### config.mk
export PLATFORM = sky130hd
export DESIGN_NAME = pattern_apply_capture
export DESIGN_NICKNAME = d
export VERILOG_FILES = /design/src/rtl/pattern_apply_capture.sv
export SDC_FILE = /design/constraint.sdc
export NUM_CORES = 1
export LEC_CHECK = 0
export ABC_AREA = 0
export BUFFER_PORTS_ARGS = -buffer_cell sky130_fd_sc_hd__buf_2
export CAP_MARGIN = 0
export CORE_UTILIZATION = 45
export CTS_CLUSTER_DIAMETER = 120
export DETAILED_ROUTE_END_ITERATION = 6
export PLACE_DENSITY = 0.66
export SYNTH_ARGS = -nofsm -noshare
export SYNTH_HDL_FRONTEND = slang
export SYNTH_SLANG_ARGS = --single-unit
export TNS_END_PERCENT = 50
### constraint.sdc
create_clock -name clk -period 3.7 [get_ports clk]
set_clock_uncertainty 0.15 [all_clocks]
set_input_delay 0.74 -clock clk [delete_from_list [all_inputs] [get_ports clk]]
set_output_delay 0.74 -clock clk [all_outputs]
set_load 0.03 [all_outputs]
### src/rtl/pattern_apply_capture.sv
// LFSR-driven stimulus / MISR-compacting response harness for a 14-PI, 8-PO
// combinational netlist; each captured response is streamed over valid/ready.
module pattern_apply_capture #(
  parameter int PI_W   = 14,
  parameter int PO_W   = 8,
  parameter int SETTLE = 2,
  parameter int IDX_W  = 16
) (
  input  logic                  clk,
  input  logic                  rst_n,
  input  logic                  start,
  input  logic                  abort,
  input  logic [IDX_W-1:0]      num_vec,
  input  logic [PI_W-1:0]       seed,
  output logic [PI_W-1:0]       pi_out,
  input  logic [PO_W-1:0]       po_in,
  output logic                  out_valid,
  input  logic                  out_ready,
  output logic [IDX_W+PO_W-1:0] out_data,
  output logic [PO_W-1:0]       signature,
  output logic                  busy,
  output logic                  done
);

  // state     | meaning
  // S_IDLE    | waiting for start
  // S_APPLY   | vector on pi_out, settle counter running
  // S_CAPTURE | sample po_in into MISR and response register
  // S_WAIT_OUT| response beat presented, waiting for out_ready
  // S_DONE    | one-cycle done pulse
  typedef enum logic [2:0] {
    S_IDLE, S_APPLY, S_CAPTURE, S_WAIT_OUT, S_DONE
  } state_t;

  localparam logic [3:0] SETTLE_C = 4'(SETTLE);

  state_t           state, state_nxt;
  logic [PI_W-1:0]  lfsr;
  logic [3:0]       cnt;
  logic [IDX_W-1:0] index;
  logic [IDX_W-1:0] nv_q;
  logic [PO_W-1:0]  sig;
  logic             last;
  logic [PI_W-1:0]  lfsr_step;
  logic [PO_W-1:0]  misr_nxt;

  assign last      = (index == nv_q - IDX_W'(1));
  assign lfsr_step = {lfsr[12:0], ~(lfsr[13] ^ lfsr[4] ^ lfsr[2] ^ lfsr[0])};
  assign misr_nxt  = {sig[6:0], sig[7] ^ sig[5] ^ sig[4] ^ sig[3]} ^ po_in;

  assign pi_out    = lfsr;
  assign signature = sig;
  assign busy      = (state == S_APPLY) || (state == S_CAPTURE) || (state == S_WAIT_OUT);
  assign done      = (state == S_DONE);

  always_ff @(posedge clk or negedge rst_n) begin
    if (!rst_n) state <= S_IDLE;
    else        state <= state_nxt;
  end

  always_comb begin
    state_nxt = state;
    case (state)
      S_IDLE:     if (start) state_nxt = (num_vec != '0) ? S_APPLY : S_DONE;
      S_APPLY:    if (cnt == 4'd1) state_nxt = S_CAPTURE;
      S_CAPTURE:  state_nxt = S_WAIT_OUT;
      S_WAIT_OUT: if (out_ready) state_nxt = last ? S_DONE : S_APPLY;
      S_DONE:     state_nxt = S_IDLE;
      default:    state_nxt = S_IDLE;
    endcase
    if (abort && state != S_IDLE) state_nxt = S_IDLE;
  end

  always_ff @(posedge clk or negedge rst_n) begin
    if (!rst_n) begin
      lfsr      <= '0;
      cnt       <= '0;
      index     <= '0;
      nv_q      <= '0;
      sig       <= '0;
      out_valid <= 1'b0;
      out_data  <= '0;
    end else if (abort && state != S_IDLE) begin
      out_valid <= 1'b0;
    end else begin
      case (state)
        S_IDLE: begin
          if (start) begin
            sig <= '0;
            if (num_vec != '0) begin
              // all-ones is the XNOR-LFSR lock-up state
              lfsr  <= (seed == {PI_W{1'b1}}) ? '0 : seed;
              index <= '0;
              cnt   <= SETTLE_C;
              nv_q  <= num_vec;
            end
          end
        end
        S_APPLY: cnt <= cnt - 4'd1;
        S_CAPTURE: begin
          sig       <= misr_nxt;
          out_data  <= {index, po_in};
          out_valid <= 1'b1;
        end
        S_WAIT_OUT: begin
          if (out_ready) begin
            out_valid <= 1'b0;
            if (!last) begin
              index <= index + IDX_W'(1);
              lfsr  <= lfsr_step;
              cnt   <= SETTLE_C;
            end
          end
        end
        default: ;
      endcase
    end
  end

endmodule

==> results.md, run 1 <==
- Met1 wire length: 4720 um
- Post-route cell area: 5470 um2
- Outcome: finished clean
- Post-synthesis adder-cell area fraction: 0.0106
- PostCTS Resize Cnt: 0
- Htree depth: 3
- Worst slew pin tran: 0.877 ns
- Final WL: 10400 um
- Synth Area in XOR/XNOR: 0.0800
- Diode count: 0
- Simple logic cell fraction of the synthesized area: 0.201
- I/O pin cnt: 92
- Hold Buf Count CTS: 0
- CP max-delay cell: dfrtp_1
- TritonCTS Sinks: 86
- Top post-synthesis cells by area: dfrtp_1, mux2_2, nand2_1, a22o_1, xnor2_1
- Setup TNS: 0 ns
- WP buf/inv: 1
- Proportion of synthesized area in mux cells: 0.115
- TritonRoute pass-1 iters: 4
- Floorplan row count: 36
- Postcts setup bufs: 0
- F_max: 0.315 GHz
- Worst slew margin: 0.413
- GPL Wtd Cong: 0.898
- Die width: 104 um
- Post-synth EDFFs: 0
- Pin count of the biggest net entering global routing: 66
- Final cell count without fillers: 679
- Routed wl met2: 5080 um
- Synth top area share: 0.457
- Final core utilization: 0.550
- Post-synthesis cell area: 4710 um2
- Port Buf Inserts: 91
- R2R cell count: 10
- DP Area: 5250 um2
- Synth cell types: 56
- Post-synth top flop: dfrtp_1
- Hold Fails Final Rpt: 0
- Clock-pin slew on the worst setup and hold paths: 0.09 ns
- Post-Synthesis Cells: 459
- Initial Util: 0.473
- WHS: 0.313 ns
- Worst vdd ir: 408 uV
- Worst path cell trace: inv_1 -> ha_1 -> nor3b_2 -> a311o_1 -> o21ai_0 -> and4b_1 -> and4_1 -> or2_4 -> nand2_4 -> mux2_2
- Startpoint Class: register
- Synth area leader: dfrtp_1
- Worst Path Arrival: 3.27 ns
- CP peak stage delay: 0.46 ns
- Die height: 104 um
- Hpwl dp: 7410 um
- Max-Cap Viols: 0
- Crit path time final: 3.17 ns
- Synth Area in Compound Gates: 0.0957
- Maximum root-to-sink buffer count: 2
- CP delay by family, top: simple AND/OR/NAND/NOR gates
- CP Class: register to register
- Vias in the first global route: 3734
- Clk Latency, worst-skew pair: 0.37 ns
- Crit end category: register
- Via count: 3675
- Met3 routed WL: 495 um
- Final nets: 588
- Power per cell area: 771 nW/um2
- Die ar.: 10900 um2
- Final setup fails: 0
- Main combinational cell family by area after synthesis: simple AND/OR/NAND/NOR gates
- Gr usage total: 0.203
- Core area: 9950 um2
- Area growth from synthesis to layout: 16.3%
- Hold WC Path Type: primary input to async pin
- RSZ-0062 raised after global routing: false
- Final Power: 4.22 mW
- First-pass GRT wire length: 17700 um
- Post-route setup slack: 0.530 ns
- Avg Inst Size Synth: 10.3 um2
- WP data required: 3.80 ns
- Ys async rst share: 1.00
- #FFs+latches synth: 86
- Dpl cells: 663
- CTS Buf Count: 9
- Via density: 5.41
- Crit. path cell count: 10
- CTS tree: done
- Synthesis Warnings: 0
- Remaining Overflow, GRT: 0
- Root buf cell: clkbuf_8
- Max Slew Vio Count: 0
- Post-DR wirelength/cell: 15.4 um
- CP Max Fanout: 18
- DR DRC count: 0
- Layout cells sized above 1: 0.304
- Synth Net Count: 506
- Post-synthesis sequential area ratio: 0.457
- Pre-CTS setup slack: 0.553 ns
- Initial antenna violation count: 0
- LEAKAGE: 2.66 nW
- Uppermost layer routed: met4
- Iter 0 DRT Violations: 122
- Antenna Nets Post-Route: 0
- Tcrit/Tclk final: 0.857
-- cell usage in the layout, fill, tap and decap left out, types with 7 or more instances in the layout --
cell type  Yosys  layout
nand3_1        8       8
buf_4          2       9
o21ai_0       15      15
clkbuf_8       0       9
dfrtp_1       86      86
nor4_1        12      12
a22o_1        22      22
mux2i_1        9       9
buf_2          2      90
nor2_1        25      25
nand4_1       10      10
nor3_1        16      15
mux2_2        32      32
xor2_1        21      21
a21oi_1        7       7
inv_1         12      12
nand2_1       67      67
xnor2_1       22      22
-- report_power, final --
part | total, mW | internal (mW) | leakage (nW) | switching, mW
combinational | 1.88 | 0.790 | 1.43 | 1.09
sequential | 1.59 | 1.23 | 1.12 | 0.364
clock | 0.748 | 0.387 | 0.111 | 0.361
total | 4.22 | 2.40 | 2.66 | 1.82
-- synth_stat cells, drive strengths merged, types with 2 or more instances --
| cell type | number |
|---|---|
| nand4 | 10 |
| ha | 4 |
| nor3b | 3 |
| nor2 | 25 |
| nor4b | 2 |
| xor2 | 21 |
| a22o | 22 |
| and3 | 4 |
| dfrtp | 86 |
| nor3 | 16 |
| o21ai | 15 |
| a31oi | 4 |
| nand3 | 8 |
| nor4 | 15 |
| inv | 12 |
| xnor2 | 22 |
| or3 | 5 |
| mux2 | 38 |
| nand2b | 5 |
| o31ai | 3 |
| nand3b | 2 |
| mux2i | 9 |
| or4 | 3 |
| buf | 10 |
| clkbuf | 18 |
| nand2 | 69 |
| and2 | 5 |
| a21oi | 7 |
-- cell type report --
cell class / count / area, um2
fill: 923 / 4480
multi-input combinational: 333 / 2370
sequential: 86 / 2150
timing repair buffer: 99 / 518
tap: 133 / 166
clock buffer: 10 / 128
clock inverter: 6 / 95.1
inverter: 12 / 45.0
-- flip-flops by register name, summed over array words and instances, names as in the netlist --
register,cells
out_data,24
index,16
nv_q,16
pi_out,14
signature,8
cnt,4
state,3
out_valid,1
-- path summary, 6_finish.rpt --
kind	startpoint	to	slack, ns
setup / recovery	nv_q[0]	pi_out[6]	0.53
hold / removal	rst_n	nv_q[3]	0.31
setup reg to reg	nv_q[0]	pi_out[6]	0.53
hold reg to reg	out_valid	out_valid	0.35
max in group asynchronous	rst_n	pi_out[3]	2.33
min in group clk	out_valid	out_valid	0.35
-- layer usage --
metal / vias up / GRT usage
met3: 11 / 0.0501
met4: 0 / 0.0673
met1: 1789 / 0.258
li1: 1778 / -
met5: - / 0
met2: 97 / 0.339
-- cells by family after synthesis --
kind of cell | Yosys count
AND/OR/NAND/NOR | 177
multiplexers | 47
flip-flops | 86
adder cells (fa/ha/maj) | 4
XOR/XNOR | 43
AO/OA/AOI/OAI | 62
buffers and inverters | 40
Note: power is estimated with default switching activity, not from simulation.
==> inputs of run 2 (changes only) <==
- ABC_AREA: 0 -> not set
- BUFFER_PORTS_ARGS: -buffer_cell sky130_fd_sc_hd__buf_2 -> -buffer_cell sky130_fd_sc_hd__buf_4
- TNS_END_PERCENT: 50 -> 100
==> run 2 against run 1 <==
  * Non-clock buffer count stayed put
  * Global-route usage is 0.41 points higher
  * Utilization is 1.7 points higher
  * Critical path depth is 2 lower
  * Sequential share of layout area is 1.2 points lower
  * Register-to-register slack hardly changed
  * Worst setup slack better by 0.0026 ns
  * Count of clock-buffer cells in the layout stayed put
  * Fmax hardly changed
  * Clock power is 23% lower
  * Critical path type unchanged
==> results.md, run 2 (synthesis results as in run 1) <==
- Critical R2R Launch: nv_q[4]
- Max Slew Vio Count: 0 (unchanged)
- Diode count: 0 (unchanged)
- Hpwl dp: 7730 um (+4.4%)
- Iter 0 DRT Violations: 97 (-20%)
- Worst slew pin tran: 0.874 ns (-0.00370 ns)
- Postcts setup bufs: 0 (unchanged)
- Die height: 104 um (unchanged)
- DR DRC count: 0 (unchanged)
- Die width: 104 um (unchanged)
- I/O pin cnt: 92 (unchanged)
- DP Area: 5480 um2 (+4.3%)
- Antenna Nets Post-Route: 0 (unchanged)
- Post-route cell area: 5640 um2 (+3.0%)
- CTS Buf Count: 9 (unchanged)
- Layout fillers: 871 (-5.6%)
- Via density: 5.44 (+0.44%)
- GPL Wtd Cong: 0.872 (-2.9%)
- Hold Buf Count CTS: 0 (unchanged)
- Largest reg by FF count: out_data
- Tcrit/Tclk final: 0.856 (about the same)
- CTS tree: done
- R2R cell count: 8 (-2)
- Hold WC Path Type: primary input to async pin
- Core area: 9950 um2 (unchanged)
- Setup TNS: 0 ns (unchanged)
- RSZ-0062 raised after global routing: false
- Layout cells sized above 1: 0.304 (unchanged)
- Outcome: finished clean
- Root buf cell: clkbuf_8
- Max FFs per register: 24 (unchanged)
- TritonRoute pass-1 iters: 5 (+1)
- Worst vdd ir: 437 uV (+6.9%)
- PostCTS Resize Cnt: 0 (unchanged)
- WP data required: 3.80 ns (about the same)
- Pin count of the biggest net entering global routing: 51 (-23%)
- Most Crowded Layer GR: met2
- Startpoint Class: register
- Met1 Usage GRT: 0.263 (+0.00562)
- Top Registers: out_data (24), index (16), nv_q (16)
- First-pass GRT wire length: 17900 um (+1.6%)
- CP Max Fanout: 18 (unchanged)
- Initial antenna violation count: 0 (unchanged)
- Final WL: 10700 um (+2.5%)
- Die ar.: 10900 um2 (unchanged)
- Crit end category: register
- Remaining Overflow, GRT: 0 (unchanged)
- Maximum root-to-sink buffer count: 2 (unchanged)
- Gr usage total: 0.208 (+0.00414)
- Power per cell area: 742 nW/um2 (-3.8%)
- Worst Path Arrival: 3.27 ns (about the same)
- Area growth from synthesis to layout: 19.8%
- Clock-pin slew on the worst setup and hold paths: 0.08 ns (about the same)
- Vias in the first global route: 3746 (+0.32%)
- Final setup fails: 0 (unchanged)
- Crit path time final: 3.17 ns (-0.00263 ns)
- Final core utilization: 0.567 (+0.0167)
- Htree depth: 3 (unchanged)
- Dpl cells: 663 (unchanged)
- Met2 usage: 0.340 (+0.000473)
- Port Buf Inserts: 91 (unchanged)
- Floorplan row count: 36 (unchanged)
- Max-Cap Viols: 0 (unchanged)
- Commonest non-fill, non-tap cell in the layout: buf_4
- CP Class: register to register
- Post-DR wirelength/cell: 15.7 um (+2.5%)
- Critical R2R Capture: pi_out[7]
- Clk Latency, worst-skew pair: 0.37 ns (about the same)
- Final Power: 4.18 mW (-0.85%)
- LEAKAGE: 2.68 nW (+1.0%)
- Worst slew margin: 0.415 (+0.00248)
- F_max: 0.316 GHz (about the same)
- Met3 Use GR: 0.0495 (-0.000627)
- Hold Fails Final Rpt: 0 (unchanged)
- Initial Util: 0.473 (unchanged)
- Internal reg-to-reg setup slack: 0.53 ns (about the same)
- Final nets: 588 (unchanged)
- TritonCTS Sinks: 86 (unchanged)
- Via count: 3691 (+0.44%)
- Commonest non-fill, non-tap cells in the layout: buf_4, dfrtp_1, nand2_1, mux2_2, nor2_1
- Final cell count without fillers: 679 (unchanged)
-- run 2: changes by cell type in the layout (fill, tap and decap cells not counted) --
cell        previous run  this run
buf_2                 90         0
bufinv_16              2         0
clkinvlp_4             0         1
clkinv_2               0         4
clkinv_4               3         0
buf_4                  9        99
-- run 2: per-layer routing --
metal,part of all wire,vias up
li1,-,1784
met5,0,-
met1,0.44,1791
met2,0.49,97
met4,0.020,0
met3,0.048,19
-- run 2: final cells by class --
cell class,count,area [um2],share of cell area
timing repair buffer,99,743,0.132
sequential,86,2150,0.382
multi-input combinational,333,2370,0.420
inverter,12,45.0,0.00799
clock buffer,10,128,0.0226
tap,133,166,0.0295
clock inverter,6,36.3,0.00643
-- run 2: report_power, final --
part	leakage, nW	switching [mW]	total, mW	internal, mW
clock network	0.0862	0.338	0.579	0.242
registers	1.12	0.375	1.60	1.23
logic	1.48	1.10	2.00	0.900
-- run 2: through the flow --
step | setup slack [ns] | hold WS, ns
floorplan | 0.669 | 0.294
global placement | 0.572 | 0.315
detailed placement | 0.552 | 0.322
CTS | 0.531 | 0.267
global route | 0.317 | 0.294
finish | 0.532 | 0.246
-- run 2: worst max-delay path by stage --
stage                       start         end  slack (ns)  depth (start not counted)
after floorplan           nv_q[0]  pi_out[10]        0.67                         12
after global placement    nv_q[4]   pi_out[7]        0.57                          8
after detailed placement  nv_q[0]   pi_out[6]        0.55                         10
after CTS                 nv_q[4]   pi_out[7]        0.53                          8
after global routing      nv_q[0]  pi_out[11]        0.32                         10
final                     nv_q[4]   pi_out[7]        0.53                          8
-- run 2: worst max-delay path, stage by stage, from the launching register on --
cell and delay (ns):
dfrtp_1 0.50, nor4_4 0.50, nand2_2 0.09, or4_1 0.53, a211oi_2 0.33, and4_1 0.29
or2_4 0.15, nand2_4 0.17, mux2_4 0.35
